File: config.mk
export PLATFORM = sky130hd
export DESIGN_NAME = ifmap_decompressor
export DESIGN_NICKNAME = d
export VERILOG_FILES = /design/src/rtl/ifmap_decompressor.sv
export SDC_FILE = /design/constraint.sdc
export NUM_CORES = 1
export LEC_CHECK = 0
export BUFFER_PORTS_ARGS = -buffer_cell sky130_fd_sc_hd__buf_2
export CORE_ASPECT_RATIO = 1.25
export CORE_UTILIZATION = 49
export DETAILED_ROUTE_END_ITERATION = 16
export GPL_TIMING_DRIVEN = 0
export PLACE_DENSITY_LB_ADDON = 0.15
export REMOVE_ABC_BUFFERS = 1
export SYNTH_ARGS = -nofsm -noshare
export SYNTH_HDL_FRONTEND = slang
export SYNTH_SLANG_ARGS = --single-unit
export TNS_END_PERCENT = 20
File: constraint.sdc
create_clock -name clk -period 9.8 [get_ports clk]
set_clock_uncertainty 0.05 [all_clocks]
set_input_delay 0.49 -clock clk [delete_from_list [all_inputs] [get_ports clk]]
set_output_delay 0.49 -clock clk [all_outputs]
set_load 0.05 [all_outputs]
File: src/rtl/ifmap_decompressor.sv
// ifmap_decompressor: expands run-length compressed ifmap tokens into 8-byte
// packets and queues them in a small FIFO for the global ifmap buffer.
// Token: [15] run flag, [14] last flag, [7:0] literal byte or run length.
// Packet bus layout: {packet_valid, valid_mask[7:0], data[63:0]} with
// byte i of the packet at data[8*i+7:8*i].
module ifmap_decompressor #(
  parameter int FIFO_DEPTH   = 4,
  parameter int PACKET_BYTES = 8
) (
  input  logic                    clk,
  input  logic                    rst,
  input  logic                    start,
  input  logic [15:0]             comp_data_in,
  input  logic                    comp_valid_in,
  output logic                    comp_ready_out,
  input  logic                    global_buffer_req,
  output logic                    decompressor_ack,
  output logic [PACKET_BYTES*9:0] decompressed_fifo_packet,
  output logic                    frame_done
);

  localparam int PTR_W = $clog2(FIFO_DEPTH);
  localparam int CNT_W = PTR_W + 1;
  localparam logic [CNT_W-1:0] DEPTH_CNT = CNT_W'(FIFO_DEPTH);
  localparam logic [3:0] FULL_CNT = 4'(PACKET_BYTES);

  typedef enum logic [1:0] {
    IDLE   = 2'd0,
    ACTIVE = 2'd1,
    RUN    = 2'd2,
    FLUSH  = 2'd3
  } state_t;

  state_t                         r_state;
  logic [PACKET_BYTES-1:0][7:0]   r_staging;
  logic [3:0]                     r_stage_cnt;
  logic [7:0]                     r_run_rem;
  logic                           r_last_latched;
  logic                           r_frame_done;

  logic [PACKET_BYTES*8-1:0]      r_mem_data [FIFO_DEPTH];
  logic [PACKET_BYTES-1:0]        r_mem_mask [FIFO_DEPTH];
  logic [PTR_W-1:0]               r_wr_ptr;
  logic [PTR_W-1:0]               r_rd_ptr;
  logic [CNT_W-1:0]               r_count;

  logic                           w_not_empty;
  logic                           w_fifo_full;
  logic                           w_pop;
  logic                           w_space;
  logic                           w_stage_full;
  logic                           w_accept;
  logic                           w_push;
  logic                           w_run_done;
  logic [3:0]                     w_room;
  logic [3:0]                     w_run_n;
  logic [3:0]                     w_stage_end;
  logic [PACKET_BYTES-1:0]        w_zero_mask;
  logic [PACKET_BYTES-1:0]        w_push_mask;
  logic [PACKET_BYTES*8-1:0]      w_push_data;
  logic                           w_unused;

  // Token bits [13:8] carry no meaning for this block.
  assign w_unused = ^comp_data_in[13:8];

  assign w_not_empty  = (r_count != {CNT_W{1'b0}});
  assign w_fifo_full  = (r_count == DEPTH_CNT);
  assign w_pop        = global_buffer_req & w_not_empty;
  // A pop in the same cycle frees the slot a full FIFO needs for a push.
  assign w_space      = ~w_fifo_full | w_pop;
  assign w_stage_full = (r_stage_cnt == FULL_CNT);

  // A token seen together with start or rst is never taken.
  assign comp_ready_out   = (r_state == ACTIVE) & (r_stage_cnt < FULL_CNT) & ~start & ~rst;
  assign w_accept         = comp_valid_in & comp_ready_out;
  assign decompressor_ack = w_pop;
  assign frame_done       = r_frame_done;

  // Full packets drain in any state; a partial packet only closes a frame.
  assign w_push = ~start & w_space &
                  (w_stage_full | ((r_state == FLUSH) & (r_stage_cnt != 4'd0)));

  // Zero bytes a run may write this cycle: min(run_rem, free staging bytes).
  assign w_room      = FULL_CNT - r_stage_cnt;
  assign w_run_n     = (r_run_rem < {4'd0, w_room}) ? r_run_rem[3:0] : w_room;
  assign w_stage_end = r_stage_cnt + w_run_n;
  assign w_run_done  = (r_run_rem == {4'd0, w_run_n});

  // Build the packet to push (unfilled bytes zeroed) and the run zero-fill range.
  always_comb begin
    w_push_data = {(PACKET_BYTES*8){1'b0}};
    w_push_mask = {PACKET_BYTES{1'b0}};
    w_zero_mask = {PACKET_BYTES{1'b0}};
    for (int i = 0; i < PACKET_BYTES; i++) begin
      if (4'(i) < r_stage_cnt) begin
        w_push_data[8*i +: 8] = r_staging[i];
        w_push_mask[i]        = 1'b1;
      end else begin
        w_push_data[8*i +: 8] = 8'd0;
        w_push_mask[i]        = 1'b0;
      end
      if ((4'(i) >= r_stage_cnt) && (4'(i) < w_stage_end)) begin
        w_zero_mask[i] = 1'b1;
      end else begin
        w_zero_mask[i] = 1'b0;
      end
    end
  end

  // Present the FIFO head; an empty FIFO shows an all-zero packet.
  always_comb begin
    if (w_not_empty) begin
      decompressed_fifo_packet = {1'b1, r_mem_mask[r_rd_ptr], r_mem_data[r_rd_ptr]};
    end else begin
      decompressed_fifo_packet = {(PACKET_BYTES*9+1){1'b0}};
    end
  end

  // Frame FSM: token intake, run expansion, staging drain and frame close.
  always_ff @(posedge clk) begin
    if (rst) begin
      r_state        <= IDLE;
      r_staging      <= {(PACKET_BYTES*8){1'b0}};
      r_stage_cnt    <= 4'd0;
      r_run_rem      <= 8'd0;
      r_last_latched <= 1'b0;
      r_frame_done   <= 1'b0;
    end else if (start) begin
      r_state        <= ACTIVE;
      r_staging      <= {(PACKET_BYTES*8){1'b0}};
      r_stage_cnt    <= 4'd0;
      r_run_rem      <= 8'd0;
      r_last_latched <= 1'b0;
      r_frame_done   <= 1'b0;
    end else begin
      r_frame_done <= 1'b0;
      if (w_stage_full) begin
        // Drain cycle: no staging write; stalls here while the FIFO is full.
        if (w_space) begin
          r_stage_cnt <= 4'd0;
        end
      end else begin
        case (r_state)
          IDLE: begin
            r_state <= IDLE;
          end
          ACTIVE: begin
            if (w_accept) begin
              if (comp_data_in[14]) begin
                r_last_latched <= 1'b1;
              end
              if (!comp_data_in[15]) begin
                r_staging[r_stage_cnt[2:0]] <= comp_data_in[7:0];
                r_stage_cnt <= r_stage_cnt + 4'd1;
                if (comp_data_in[14]) begin
                  r_state <= FLUSH;
                end
              end else if (comp_data_in[7:0] != 8'd0) begin
                r_run_rem <= comp_data_in[7:0];
                r_state   <= RUN;
              end else if (comp_data_in[14]) begin
                r_state <= FLUSH;
              end
            end
          end
          RUN: begin
            for (int i = 0; i < PACKET_BYTES; i++) begin
              if (w_zero_mask[i]) begin
                r_staging[i] <= 8'd0;
              end
            end
            r_stage_cnt <= w_stage_end;
            r_run_rem   <= r_run_rem - {4'd0, w_run_n};
            if (w_run_done) begin
              r_state <= r_last_latched ? FLUSH : ACTIVE;
            end
          end
          FLUSH: begin
            if (r_stage_cnt == 4'd0) begin
              r_state      <= IDLE;
              r_frame_done <= 1'b1;
            end else if (w_space) begin
              r_stage_cnt  <= 4'd0;
              r_state      <= IDLE;
              r_frame_done <= 1'b1;
            end
          end
          default: begin
            r_state <= IDLE;
          end
        endcase
      end
    end
  end

  // Packet FIFO pointers and occupancy; start empties it like reset.
  always_ff @(posedge clk) begin
    if (rst || start) begin
      r_wr_ptr <= {PTR_W{1'b0}};
      r_rd_ptr <= {PTR_W{1'b0}};
      r_count  <= {CNT_W{1'b0}};
    end else begin
      if (w_push) begin
        r_mem_data[r_wr_ptr] <= w_push_data;
        r_mem_mask[r_wr_ptr] <= w_push_mask;
        r_wr_ptr             <= r_wr_ptr + PTR_W'(1);
      end
      if (w_pop) begin
        r_rd_ptr <= r_rd_ptr + PTR_W'(1);
      end
      case ({w_push, w_pop})
        2'b10:   r_count <= r_count + CNT_W'(1);
        2'b01:   r_count <= r_count - CNT_W'(1);
        default: r_count <= r_count;
      endcase
    end
  end

endmodule

==> results of run 1 <==
registers in the layout, indices dropped and copies added, names as in the netlist, named ones only:
signal	count
r_staging	64
r_wr_ptr	2
r_count	3
r_run_rem	8
r_state	2
frame_done	1
r_mem_data	256
r_mem_mask	32
r_rd_ptr	2
r_last_latched	1
r_stage_cnt	4
metal layers:
metal / wire length [um] / global-route usage, % / share of wire, % / vias to the layer above
met5: 0 / 0 / 0 / -
met4: 1130 / 7.98 / 3.4 / 0
met3: 1230 / 3.05 / 3.7 / 62
met2: 15900 / 33.1 / 48 / 195
met1: 14900 / 28.8 / 45 / 4566
li1: - / - / - / 4319
worst register-to-register path, delay by kind of cell (launching register included):
kind                     cells  cell delay, ps
multiplexers                 1             620
adder cells (fa/ha/maj)      3             900
AND/OR/NAND/NOR              3             420
AO/OA/AOI/OAI                5            1050
flip-flops                   1             950
XOR/XNOR                     2             800
buffers and inverters        3             390
per-stage QoR:
stage	std cells	hold WS, ps	power [mW]	area [um2]
finish	1624	148	3.22	18100
global route	1624	138	3.32	18100
CTS	1624	118	3.25	18100
detailed placement	1560	406	1.85	16900
global placement	1553	406	1.85	16700
floorplan	1051	391	1.81	15700
Yosys cell counts, drive strengths merged (3+ instances only):
cell type	count	area share [%]
a211oi	3	0.14
o211ai	6	0.28
nand3	7	0.22
mux4	72	10
or3	7	0.27
buf	17	0.51
and3	4	0.16
a22o	8	0.44
xor2	5	0.27
nor3	12	0.45
ha	21	1.6
nor2b	44	1.7
nand2b	5	0.20
or2	4	0.16
mux2	5	0.38
fa	3	0.38
mux2i	6	0.38
nor4	4	0.29
and2	103	4.0
a21oi	78	2.5
inv	36	0.85
o211a	3	0.19
nand2	75	1.8
o21ai	67	2.1
xnor2	6	0.38
nor2	45	1.2
dfxtp	89	11
clkbuf	39	0.92
edfxtp	288	54
o32ai	8	0.44
a311oi	8	0.44
worst paths after layout:
kind                                    start                    endpoint  slack (ps)  cells past startpoint
setup / recovery  r_stage_cnt[3]$_SDFFE_PP0P_   r_staging[7]$_SDFFE_PP0P_        4530                     17
hold / removal                            rst     r_state[0]$_SDFFE_PP0P_         150                      2
setup reg to reg  r_stage_cnt[3]$_SDFFE_PP0P_   r_staging[7]$_SDFFE_PP0P_        4530                     17
hold reg to reg    r_staging[24]$_SDFFE_PP0P_  r_staging[24]$_SDFFE_PP0P_         420                      2
cell families (layout without fill, tap and decap cells):
| family | Yosys count | count (layout) | share of synthesized area (%) |
|---|---|---|---|
| flip-flops | 377 | 377 | 65.4 |
| AND/OR/NAND/NOR | 319 | 319 | 10.9 |
| AO/OA/AOI/OAI | 200 | 200 | 7.83 |
| buffers and inverters | 93 | 198 | 2.30 |
| multiplexers | 83 | 83 | 10.9 |
| adder cells (fa/ha/maj) | 24 | 24 | 2.02 |
| XOR/XNOR | 11 | 11 | 0.651 |
cell type report:
cell class                      instances  area (um2)
Clock buffer                           52        1050
Clock inverter                         12         148
Fill cell                            2603       13900
Inverter                               37         139
Multi-Input combinational cell        637        5170
Sequential cell                       377       10400
Tap cell                              412         515
Timing Repair Buffer                   97         636
power breakdown:
| group | switching (mW) | total, mW | internal, mW |
|---|---|---|---|
| Sequential | 0.00463 | 1.71 | 1.70 |
| Combinational | 0.0750 | 0.109 | 0.0341 |
| Clock | 0.577 | 1.41 | 0.832 |
| Total | 0.657 | 3.22 | 2.57 |
==> key figures, run 1 <==
Timing
  – Crit path time final: 5270 ps
  – Final setup vio count: 0
  – Final Cycle Share: 53.8%
  – Worst rel slew slack: 17.8%
  – Fmax: 190 MHz
  – Worst setup margin: 4530 ps
  – Final Slew Violations: 0
  – Setup TNS: 0 ps
  – Worst-Margin Slew: 1230 ps
  – RSZ-0062 raised after global routing: false
  – Endpoints failing hold: 0

CTS
  – Clk sink count: 377
  – Reg clk slew, reported paths: 70 ps
  – CTS Buf Count: 36
  – H-Tree Level Count: 2
  – Number of setup buffers added after CTS: 0
  – Root buffer cell: clkbuf_16
  – Worst skew pair latency: 520 ps
  – Cts repair resizes: 0
  – Cts hold-fix bufs: 0
  – TritonCTS clock tree: built
  – Clock tree buffer depth: 3

Power
  – Leakage power: 6.27 nW
  – PD cells: 178 nW/um2
  – Worst vdd ir: 0.115 mV

Finish
  – Layout cell share with drive strength beyond 1: 20.8%
  – Diodes inserted: 0
  – Utilization after layout: 56.6%
  – Area delta synth->final: 13.5%
  – Most frequent cells in the layout: edfxtp_1 (288), and2_1 (99), buf_2 (90), dfxtp_1 (87), a21oi_1 (77)
  – Nets: 1231
  – Commonest non-fill, non-tap cell in the layout: edfxtp_1

Setup path
  – Kind of critical path: reg2reg
  – Crit path DAT: 5660 ps
  – CP Capture Type: flop
  – Most used cell, CP: inv_1
  – Crit-path max FO: 27
  – Cell Chain, Critical Path: inv_1 > xnor2_1 > inv_1 > ha_1 > o211ai_1 > o211ai_1 > nand2_1 > o21ai_0 > ha_1 > inv_1 > fa_1 > xor2_1 > and3_1 > nand3_1 > mux2i_1 > o21ai_0 > a21oi_1
  – Critical Path RT: 10190 ps
  – Startpoint types: flop
  – Crit-path max cell delay: 950 ps
  – WP buf/inv: 3
  – Slowest cell on the critical path: dfxtp_1
  – Family with the most delay on the worst path: compound AO/OA/AOI/OAI gates

Synthesis
  – Post-synthesis sequential area ratio: 65.4%
  – Synth Register Bits: 377
  – Post-synthesis cell count: 1107
  – Async SR Flop Fraction: 0%
  – Avg Inst Size Synth: 14.4 um2
  – Post-Synthesis Cell Area: 16000 um2
  – Ys flop type: edfxtp_1
  – Unique masters post-synth: 67
  – Yosys warning total: 0
  – EDFF count, synth: 288

Global route
  – Vias in the first global route: 9153
  – First-pass GRT wire length: 52000 um
  – Tot GR Track Use: 20.8%
  – Grt total ovfl: 0
  – Antenna violations before repair: 0
  – Largest net degree at the start of global routing: 73

Route
  – Vias/cell: 5.63
  – DRC viols: 0
  – DR iter-0 viols: 603
  – Drt pass-1 iters: 5
  – Post-DRT Antenna Nets: 0
  – Final wirelength: 33200 um
  – Vias post-DR: 9142
  – Drt wl/cell: 20.5 um

Floorplanning
  – I/O pin count: 97
  – Die Span Y: 204 um
  – Die W: 163 um
  – Row Count: 73
  – Die area: 33300 um2
  – Initial Utilization: 49.9%
  – Core ar.: 32000 um2

Flow run
  – Max_cap viols: 0

Run status
  – Run status: complete, no violations

Min path
  – Hold Crit Class: in2reg

Placement
  – IO Port Bufs: 90
  – Routability congestion estimate: 0.849
  – Placement Setup Slack: 4550 ps
  – Dpl hpwl: 19900 um
Note: power is estimated with default switching activity, not from simulation.
==> inputs of run 2 (changes only) <==
==> constraint.sdc (replaced) <==
create_clock -name clk -period 5.5 [get_ports clk]
set_clock_uncertainty 0.05 [all_clocks]
set_input_delay 0.275 -clock clk [delete_from_list [all_inputs] [get_ports clk]]
set_output_delay 0.275 -clock clk [all_outputs]
set_load 0.05 [all_outputs]
==> run 2 against run 1 <==
  * Sequential power increased by 78%
  * Combinational power grew 83%
  * Hold slack worse by 110 ps
  * Critical path type unchanged
  * Utilization rose by 0.29 points
  * Sequential cell count did not move
  * Register-to-register slack got worse by 4100 ps
  * Critical endpoint unchanged
  * First-iteration DRC count increased by 10%
  * Sequential share of layout area is 0.28 points lower
  * Via count increased by 0.47%
  * Non-clock buffer count is 9 higher
==> key figures, run 2 (synthesis gave the netlist of run 1 again) <==
Run status
  – Run status: complete, no violations (unchanged)

Route
  – Final wirelength: 33200 um (about the same)
  – Vias/cell: 5.62 (was 5.63)
  – Drt pass-1 iters: 5 (unchanged)
  – DR iter-0 viols: 663 (was 603)
  – Vias post-DR: 9185 (was 9142)
  – DRC viols: 0 (unchanged)
  – Drt wl/cell: 20.3 um (was 20.5 um)
  – Post-DRT Antenna Nets: 0 (unchanged)

CTS
  – Clock tree buffer depth: 3 (unchanged)
  – Worst skew pair latency: 520 ps (about the same)
  – Root buffer cell: clkbuf_16 (unchanged)
  – TritonCTS clock tree: built (unchanged)
  – Number of setup buffers added after CTS: 0 (unchanged)
  – Reg clk slew, reported paths: 70 ps (about the same)
  – CTS Buf Count: 36 (unchanged)
  – Clk sink count: 377 (unchanged)
  – H-Tree Level Count: 2 (unchanged)

Global route
  – Tot GR Track Use: 20.8% (about the same)
  – Vias in the first global route: 9195 (was 9153)
  – Grt total ovfl: 0 (unchanged)
  – First-pass GRT wire length: 52200 um (was 52000 um)
  – Antenna violations before repair: 0 (unchanged)
  – Largest net degree at the start of global routing: 73 (unchanged)

Finish
  – Fin area: 18200 um2 (was 18100 um2)
  – Most flops, register: r_mem_data (unchanged)
  – Nets: 1240 (was 1231)
  – Flip-flop count of the largest register after layout: 256 (unchanged)
  – Diodes inserted: 0 (unchanged)
  – Most frequent cells in the layout: edfxtp_1 (288), and2_1 (99), buf_2 (90), dfxtp_1 (86), a21oi_1 (77) (was edfxtp_1 (288), and2_1 (99), buf_2 (90), dfxtp_1 (87), a21oi_1 (77))
  – Commonest non-fill, non-tap cell in the layout: edfxtp_1 (unchanged)
  – Area delta synth->final: 14.0% (was 13.5%)
  – Layout cell share with drive strength beyond 1: 20.7% (was 20.8%)
  – Fillers: 2595 (was 2603)
  – Top Registers: r_mem_data x256, r_staging x64, r_mem_mask x32 (unchanged)
  – Utilization after layout: 56.9% (was 56.6%)

Setup path
  – R2r setup slk: 470 ps (was 4530 ps)
  – Reg2reg end: r_staging[7]$_SDFFE_PP0P_ (unchanged)
  – Reg2reg path depth: 18 (was 17)
  – Startpoint types: flop (unchanged)
  – Crit-path max FO: 15 (was 27)
  – Crit-path max cell delay: 700 ps (was 950 ps)
  – Critical Path RT: 5890 ps (was 10190 ps)
  – CP Capture Type: flop (unchanged)
  – Crit path DAT: 5420 ps (was 5660 ps)
  – R2R Path Start: r_stage_cnt[1]$_SDFFE_PP0P_ (was r_stage_cnt[3]$_SDFFE_PP0P_)
  – Cell Chain, Critical Path: inv_1 > ha_1 > xnor2_1 > inv_1 > ha_1 > o211ai_1 > o211ai_1 > nand2_1 > o21ai_0 > ha_1 > inv_1 > fa_1 > xor2_1 > and3_1 > nand3_1 > mux2i_1 > o21ai_0 > a21oi_1 (was inv_1 > xnor2_1 > inv_1 > ha_1 > o211ai_1 > o211ai_1 > nand2_1 > o21ai_0 > ha_1 > inv_1 > fa_1 > xor2_1 > and3_1 > nand3_1 > mux2i_1 > o21ai_0 > a21oi_1)
  – Kind of critical path: reg2reg (unchanged)
  – Slowest cell on the critical path: dfxtp_1 (unchanged)

Power
  – Gate power share: 3.5% (was 3.4%)
  – Worst vdd ir: 0.204 mV (was 0.115 mV)
  – Reg power frac: 52.9% (about the same)
  – Net Sw Frac: 20.3% (was 20.4%)
  – Clock power frac: 43.6% (was 43.7%)
  – NetSw: 1.17 mW (was 657 uW)
  – Leakage power: 6.31 nW (was 6.27 nW)
  – Internal: 4.58 mW (was 2.57 mW)
  – PD cells: 316 nW/um2 (was 178 nW/um2)

Timing
  – Final Slew Violations: 0 (unchanged)
  – Worst rel slew slack: 18.7% (was 17.8%)
  – Fmax: 199 MHz (was 190 MHz)
  – Worst-Margin Slew: 1220 ps (was 1230 ps)
  – Worst setup margin: 471 ps (was 4530 ps)
  – RSZ-0062 raised after global routing: false (unchanged)
  – Endpoints failing hold: 0 (unchanged)
  – Final Cycle Share: 91.4% (was 53.8%)
  – Crit path time final: 5030 ps (was 5270 ps)
  – Final setup vio count: 0 (unchanged)
  – Setup TNS: 0 ps (unchanged)

Floorplanning
  – Die area: 33300 um2 (unchanged)
  – Initial Utilization: 49.9% (unchanged)
  – Die Span Y: 204 um (unchanged)
  – Core ar.: 32000 um2 (unchanged)
  – Die W: 163 um (unchanged)
  – I/O pin count: 97 (unchanged)
  – Row Count: 73 (unchanged)

Flow run
  – Max_cap viols: 0 (unchanged)

Placement
  – IO Port Bufs: 90 (unchanged)
  – Placement Setup Slack: 249 ps (was 4550 ps)
  – Placed cell areas: 16900 um2 (unchanged)
  – Dpl hpwl: 19900 um (unchanged)
  – Routability congestion estimate: 0.849 (unchanged)

Min path
  – Hold Crit Class: in2reg (unchanged)
  – Hold path start: start (was rst)
  – Hold endpoint: r_state[0]$_SDFFE_PP0P_ (unchanged)
  – Hold Crit Depth: 3 (was 2)
==> run 2: changes by cell type in the layout (fill, tap and decap cells not counted) <==
cell and delta:
dlygate4sd3_1 +9, dfxtp_1 -1, dfxtp_2 +1
==> run 2: routing by layer <==
| metal | vias to the layer above | global-route usage [%] | share of wire, % |
|---|---|---|---|
| met2 | 196 | 33.3 | 48 |
| met1 | 4593 | 28.8 | 45 |
| met5 | - | 0 | 0 |
| met3 | 61 | 3.03 | 3.8 |
| li1 | 4335 | - | - |
| met4 | 0 | 7.98 | 3.4 |
==> run 2: area by class of cell <==
cell class	instances	area [um2]	area share, %
multi-input combinational	637	5170	28.4
sequential	377	10400	57.4
clock buffer	52	1050	5.80
timing repair buffer	106	726	3.99
clock inverter	12	148	0.811
tap	412	515	2.83
inverter	37	139	0.763
==> run 2: worst max path at each step <==
stage	endpoint	cells after the start	slack (ps)	startpoint
5_1_grt	r_staging[39]$_SDFFE_PP0P_	15	60	r_stage_cnt[1]$_SDFFE_PP0P_
6_report	r_staging[7]$_SDFFE_PP0P_	18	470	r_stage_cnt[1]$_SDFFE_PP0P_
4_1_cts	r_staging[34]$_SDFFE_PP0P_	14	240	r_stage_cnt[3]$_SDFFE_PP0P_
2_1_floorplan	decompressed_fifo_packet[0]	2	1150	flop
3_3_place_gp	r_mem_data[3][26]$_DFFE_PP_	6	-800	r_stage_cnt[3]$_SDFFE_PP0P_
3_5_place_dp	r_staging[34]$_SDFFE_PP0P_	14	250	r_stage_cnt[3]$_SDFFE_PP0P_
==> run 2: per-stage QoR <==
step | hold WS (ps) | power (mW) | cells
floorplan | 294 | 3.23 | 1051
global placement | 406 | 3.29 | 1553
detailed placement | 406 | 3.29 | 1560
CTS | 15.6 | 5.80 | 1633
global route | 44.5 | 5.93 | 1633
finish | 42.5 | 5.75 | 1633
==> run 2: critical path, delay by kind of cell (launching register included) <==
kind / cells / cell delay (ps)
AOI/OAI and AO/OA: 5 / 1050
xor gates and xnor gates: 2 / 670
adders and majority gates: 4 / 1150
buffers and inverters: 3 / 290
DFF: 1 / 700
muxes: 1 / 620
and+or+nand+nor: 3 / 420
==> run 2: power by group through the flow <==
stage | Clock [mW] | Combinational [mW] | Sequential [mW]
finish | 2.51 | 0.199 | 3.04
global route | 2.67 | 0.217 | 3.04
CTS | 2.56 | 0.198 | 3.04
detailed placement | 0 | 0.193 | 3.10
global placement | 0 | 0.190 | 3.10
floorplan | 0 | 0.130 | 3.10
==> run 2: repair_timing <==
| item | in CTS | in global routing |
|---|---|---|
| gates resized for setup | 0 | 1 |
| hold buffers | 9 | 0 |
| setup endpoints to repair | 0 | 37 |
| hold endpoints to repair | 9 | 0 |
==> inputs of run 3 (changes only) <==
--- a/config.mk
+++ b/config.mk
@@ -5,6 +5,7 @@
 export SDC_FILE = /design/constraint.sdc
 export NUM_CORES = 1
 export LEC_CHECK = 0
+export ABC_AREA = 1
 export BUFFER_PORTS_ARGS = -buffer_cell sky130_fd_sc_hd__buf_2
 export CORE_ASPECT_RATIO = 1.25
 export CORE_UTILIZATION = 49
==> constraint.sdc (replaced) <==
create_clock -name clk -period 4.43 [get_ports clk]
set_clock_uncertainty 0.05 [all_clocks]
set_input_delay 0.2215 -clock clk [delete_from_list [all_inputs] [get_ports clk]]
set_output_delay 0.2215 -clock clk [all_outputs]
set_load 0.05 [all_outputs]
==> run 3 against run 2 <==
  * Hold slack better by 23 ps
  * Sequential power rose by 24%
  * Sequential cell count is the same
  * Clock power up 20%
  * Critical path depth is 3 higher
  * Die area increased by 2.0%
  * Non-clock buffer count is 6 higher
  * Synthesized cell count up 49%
  * Sequential share of layout area decreased by 1.3 points
  * Register-to-register slack got worse by 210 ps
  * Critical endpoint unchanged
  * Largest cell class unchanged
==> key figures, run 3 <==
Finish
  – Most frequent cells in the layout: nor2_1 (425), edfxtp_1 (288), o21ai_0 (182), a21oi_1 (147), nand2_1 (140) (was edfxtp_1 (288), and2_1 (99), buf_2 (90), dfxtp_1 (86), a21oi_1 (77))
  – Commonest non-fill, non-tap cell in the layout: nor2_1 (was edfxtp_1)
  – Nets: 1775 (was 1240)
  – Layout cell share with drive strength beyond 1: 12.4% (was 20.7%)
  – Flip-flop count of the largest register after layout: 256 (unchanged)
  – Diodes inserted: 0 (unchanged)
  – Top Registers: r_mem_data x256, r_staging x64, r_mem_mask x32 (unchanged)
  – Final std cells w/o fill: 2178 (was 1633)
  – Most flops, register: r_mem_data (unchanged)
  – Area delta synth->final: 14.4% (was 14.0%)
  – Fin area: 18600 um2 (was 18200 um2)

Power
  – Leakage power: 6.89 nW (was 6.31 nW)
  – Reg power frac: 53.5% (was 52.9%)
  – Gate power share: 3.9% (was 3.5%)
  – PD cells: 379 nW/um2 (was 316 nW/um2)
  – NetSw: 1.50 mW (was 1.17 mW)
  – Internal: 5.56 mW (was 4.58 mW)
  – Clock power frac: 42.6% (was 43.6%)
  – Worst vdd ir: 0.311 mV (was 0.204 mV)
  – Net Sw Frac: 21.3% (was 20.3%)

Timing
  – Fmax: 240 MHz (was 199 MHz)
  – Hold Slack: 65.5 ps (was 42.5 ps)
  – Worst rel slew slack: 8.85% (was 18.7%)
  – Worst-Margin Slew: 1370 ps (was 1220 ps)
  – Final setup vio count: 0 (unchanged)
  – Crit path time final: 4170 ps (was 5030 ps)
  – Final Cycle Share: 94.0% (was 91.4%)
  – Final Slew Violations: 0 (unchanged)
  – Setup TNS: 0 ps (unchanged)
  – Worst setup margin: 264 ps (was 471 ps)
  – Endpoints failing hold: 0 (unchanged)

Synthesis
  – Async SR Flop Fraction: 0% (unchanged)
  – Most frequent cells after synthesis: nor2_1 (431), edfxtp_1 (288), o21ai_0 (185), a21oi_1 (147), nand2_1 (143) (was edfxtp_1 (288), and2_1 (103), dfxtp_1 (89), a21oi_1 (77), nand2_1 (75))
  – Synth Register Bits: 377 (unchanged)
  – Avg Inst Size Synth: 9.84 um2 (was 14.4 um2)
  – Area share of the largest cell type after synthesis: 53.1% (was 54.2%)
  – Ys flop type: edfxtp_1 (unchanged)
  – Top cells by area, synth: edfxtp_1 (53%), dfxtp_1 (11%), nor2_1 (9.9%) (was edfxtp_1 (54%), dfxtp_1 (11%), mux4_2 (10%))
  – EDFF count, synth: 288 (unchanged)
  – Synth area leader: edfxtp_1 (unchanged)
  – Post-Synthesis Cell Area: 16300 um2 (was 16000 um2)
  – Top-count cell post-synth: nor2_1 (was edfxtp_1)
  – Unique masters post-synth: 46 (was 67)
  – Yosys warning total: 0 (unchanged)
  – Post-synthesis cell count: 1654 (was 1107)
  – Post-synthesis sequential area ratio: 64.1% (was 65.4%)

Setup path
  – Critical Path RT: 4790 ps (was 5890 ps)
  – Startpoint types: flop (unchanged)
  – CP Capture Type: flop (unchanged)
  – R2r setup slk: 260 ps (was 470 ps)
  – Kind of critical path: reg2reg (unchanged)
  – Crit path DAT: 4520 ps (was 5420 ps)
  – Crit-path max FO: 23 (was 15)

Route
  – DRC viols: 0 (unchanged)
  – Vias/cell: 5.36 (was 5.62)
  – DR iter-0 viols: 811 (was 663)
  – Drt pass-1 iters: 6 (was 5)
  – Final wirelength: 38500 um (was 33200 um)
  – Post-DRT Antenna Nets: 0 (unchanged)
  – Vias post-DR: 11700 (was 9185)
  – Drt wl/cell: 17.7 um (was 20.3 um)

CTS
  – Number of setup buffers added after CTS: 0 (unchanged)
  – H-Tree Level Count: 2 (unchanged)
  – TritonCTS clock tree: built (unchanged)
  – Reg clk slew, reported paths: 60 ps (was 70 ps)
  – Root buffer cell: clkbuf_16 (unchanged)
  – Clock tree buffer depth: 3 (unchanged)
  – Clk sink count: 377 (unchanged)
  – CTS Buf Count: 38 (was 36)
  – Worst skew pair latency: 540 ps (was 520 ps)

Floorplanning
  – Die Span Y: 206 um (was 204 um)
  – I/O pin count: 97 (unchanged)
  – Die area: 34000 um2 (was 33300 um2)
  – Die W: 165 um (was 163 um)
  – Core ar.: 32700 um2 (was 32000 um2)
  – Row Count: 74 (was 73)
  – Initial Utilization: 49.8% (was 49.9%)

Global route
  – Vias in the first global route: 11400 (was 9195)
  – Tot GR Track Use: 23.5% (was 20.8%)
  – Antenna violations before repair: 0 (unchanged)
  – Largest net degree at the start of global routing: 145 (was 73)
  – Grt total ovfl: 0 (unchanged)
  – First-pass GRT wire length: 60800 um (was 52200 um)

Placement
  – Placement Setup Slack: -128 ps (was 249 ps)
  – IO Port Bufs: 90 (unchanged)
  – Routability congestion estimate: 0.889 (was 0.849)
  – Placed cell areas: 17400 um2 (was 16900 um2)
  – Dpl hpwl: 22700 um (was 19900 um)
  – DP Cell Count: 2103 (was 1560)

Min path
  – Hold Crit Class: in2reg (unchanged)

Run status
  – Run status: complete, no violations (unchanged)

Flow run
  – Max_cap viols: 0 (unchanged)
[run 3: cell count changes after synthesis, moves of 11 or more]
| cell | change |
|---|---|
| nor2_1 | +387 |
| o21ai_0 | +118 |
| and2_1 | -103 |
| inv_1 | +102 |
| mux4_2 | -72 |
| a21oi_1 | +70 |
| nand2_1 | +68 |
| nor2b_1 | -44 |
| nand4_1 | +27 |
| nand3_1 | +25 |
| clkbuf_1 | +13 |
| inv_2 | +11 |
| nand2_2 | +11 |
[run 3: final cells by class]
| cell class | count | area (um2) |
|---|---|---|
| fillers | 2878 | 14100 |
| flip-flops and latches | 377 | 10400 |
| multi-input cells | 1049 | 5000 |
| clock buffers | 59 | 1100 |
| repair buffers | 112 | 896 |
| inverters | 152 | 583 |
| well taps | 418 | 523 |
| clock inverters | 11 | 71.3 |
[run 3: per-layer routing]
layer / vias up / wire length (um) / GRT usage [%]
li1: 5742 / - / -
met2: 298 / 18500 / 39.0
met3: 73 / 1980 / 3.47
met1: 5569 / 16900 / 31.2
met4: 0 / 1100 / 8.36
met5: - / 0 / 0
[run 3: worst paths after layout]
kind,endpoint,start,cells past startpoint
worst min-delay path,r_rd_ptr[0]$_SDFFE_PP0P_,global_buffer_req,4
worst max-delay path,r_staging[7]$_SDFFE_PP0P_,r_stage_cnt[3]$_SDFFE_PP0P_,21
worst min register to register,r_staging[48]$_SDFFE_PP0P_,r_staging[48]$_SDFFE_PP0P_,2
worst max register to register,r_staging[7]$_SDFFE_PP0P_,r_stage_cnt[3]$_SDFFE_PP0P_,21
[run 3: through the flow]
step / power, mW / util (%)
6_report: 7.06 / 57.0
5_1_grt: 7.29 / 57.0
4_1_cts: 7.10 / 56.9
3_5_place_dp: 4.12 / 53.1
3_3_place_gp: 4.11 / 51.8
2_1_floorplan: 4.03 / -
[run 3: cell families (layout without fill, tap and decap cells)]
family | count (synthesis) | in the layout | share of synthesized area (%)
and+or+nand+nor | 669 | 670 | 16.9
DFF | 377 | 377 | 64.1
AOI/OAI and AO/OA | 352 | 352 | 11.3
buffers and inverters | 229 | 334 | 5.60
adders and majority gates | 24 | 24 | 1.98
xor gates and xnor gates | 3 | 3 | 0.161
[run 3: repair_timing]
action,in CTS,in global routing
gates resized for setup,3,11
gates cloned,0,1
pin swaps,0,1
hold buffers,4,0
endpoints found under the hold margin,2,0
setup endpoints to repair,33,57
[run 3: worst max-delay path, stage by stage (launching register included)]
cell      delay [ps]
dfxtp_2          710
inv_2            150
nand2_1          120
nand2_2           90
ha_1             300
nand2_1           70
nand2_1           60
nor2_2           180
nand2_2          140
o21ai_1          210
ha_1             210
inv_1             60
fa_1             380
xnor2_1          160
inv_1            190
nand3_2          180
o21bai_1         230
nand2_2          190
nand2_2          220
nand2_1           60
nand2_1           60
nor2_1            40
[run 3: power groups by stage]
stage	Sequential (mW)	Clock [mW]	Combinational, mW
3_5_place_dp	3.85	0	0.266
4_1_cts	3.78	3.06	0.269
3_3_place_gp	3.85	0	0.257
6_report	3.78	3.01	0.277
2_1_floorplan	3.85	0	0.181
5_1_grt	3.77	3.21	0.306
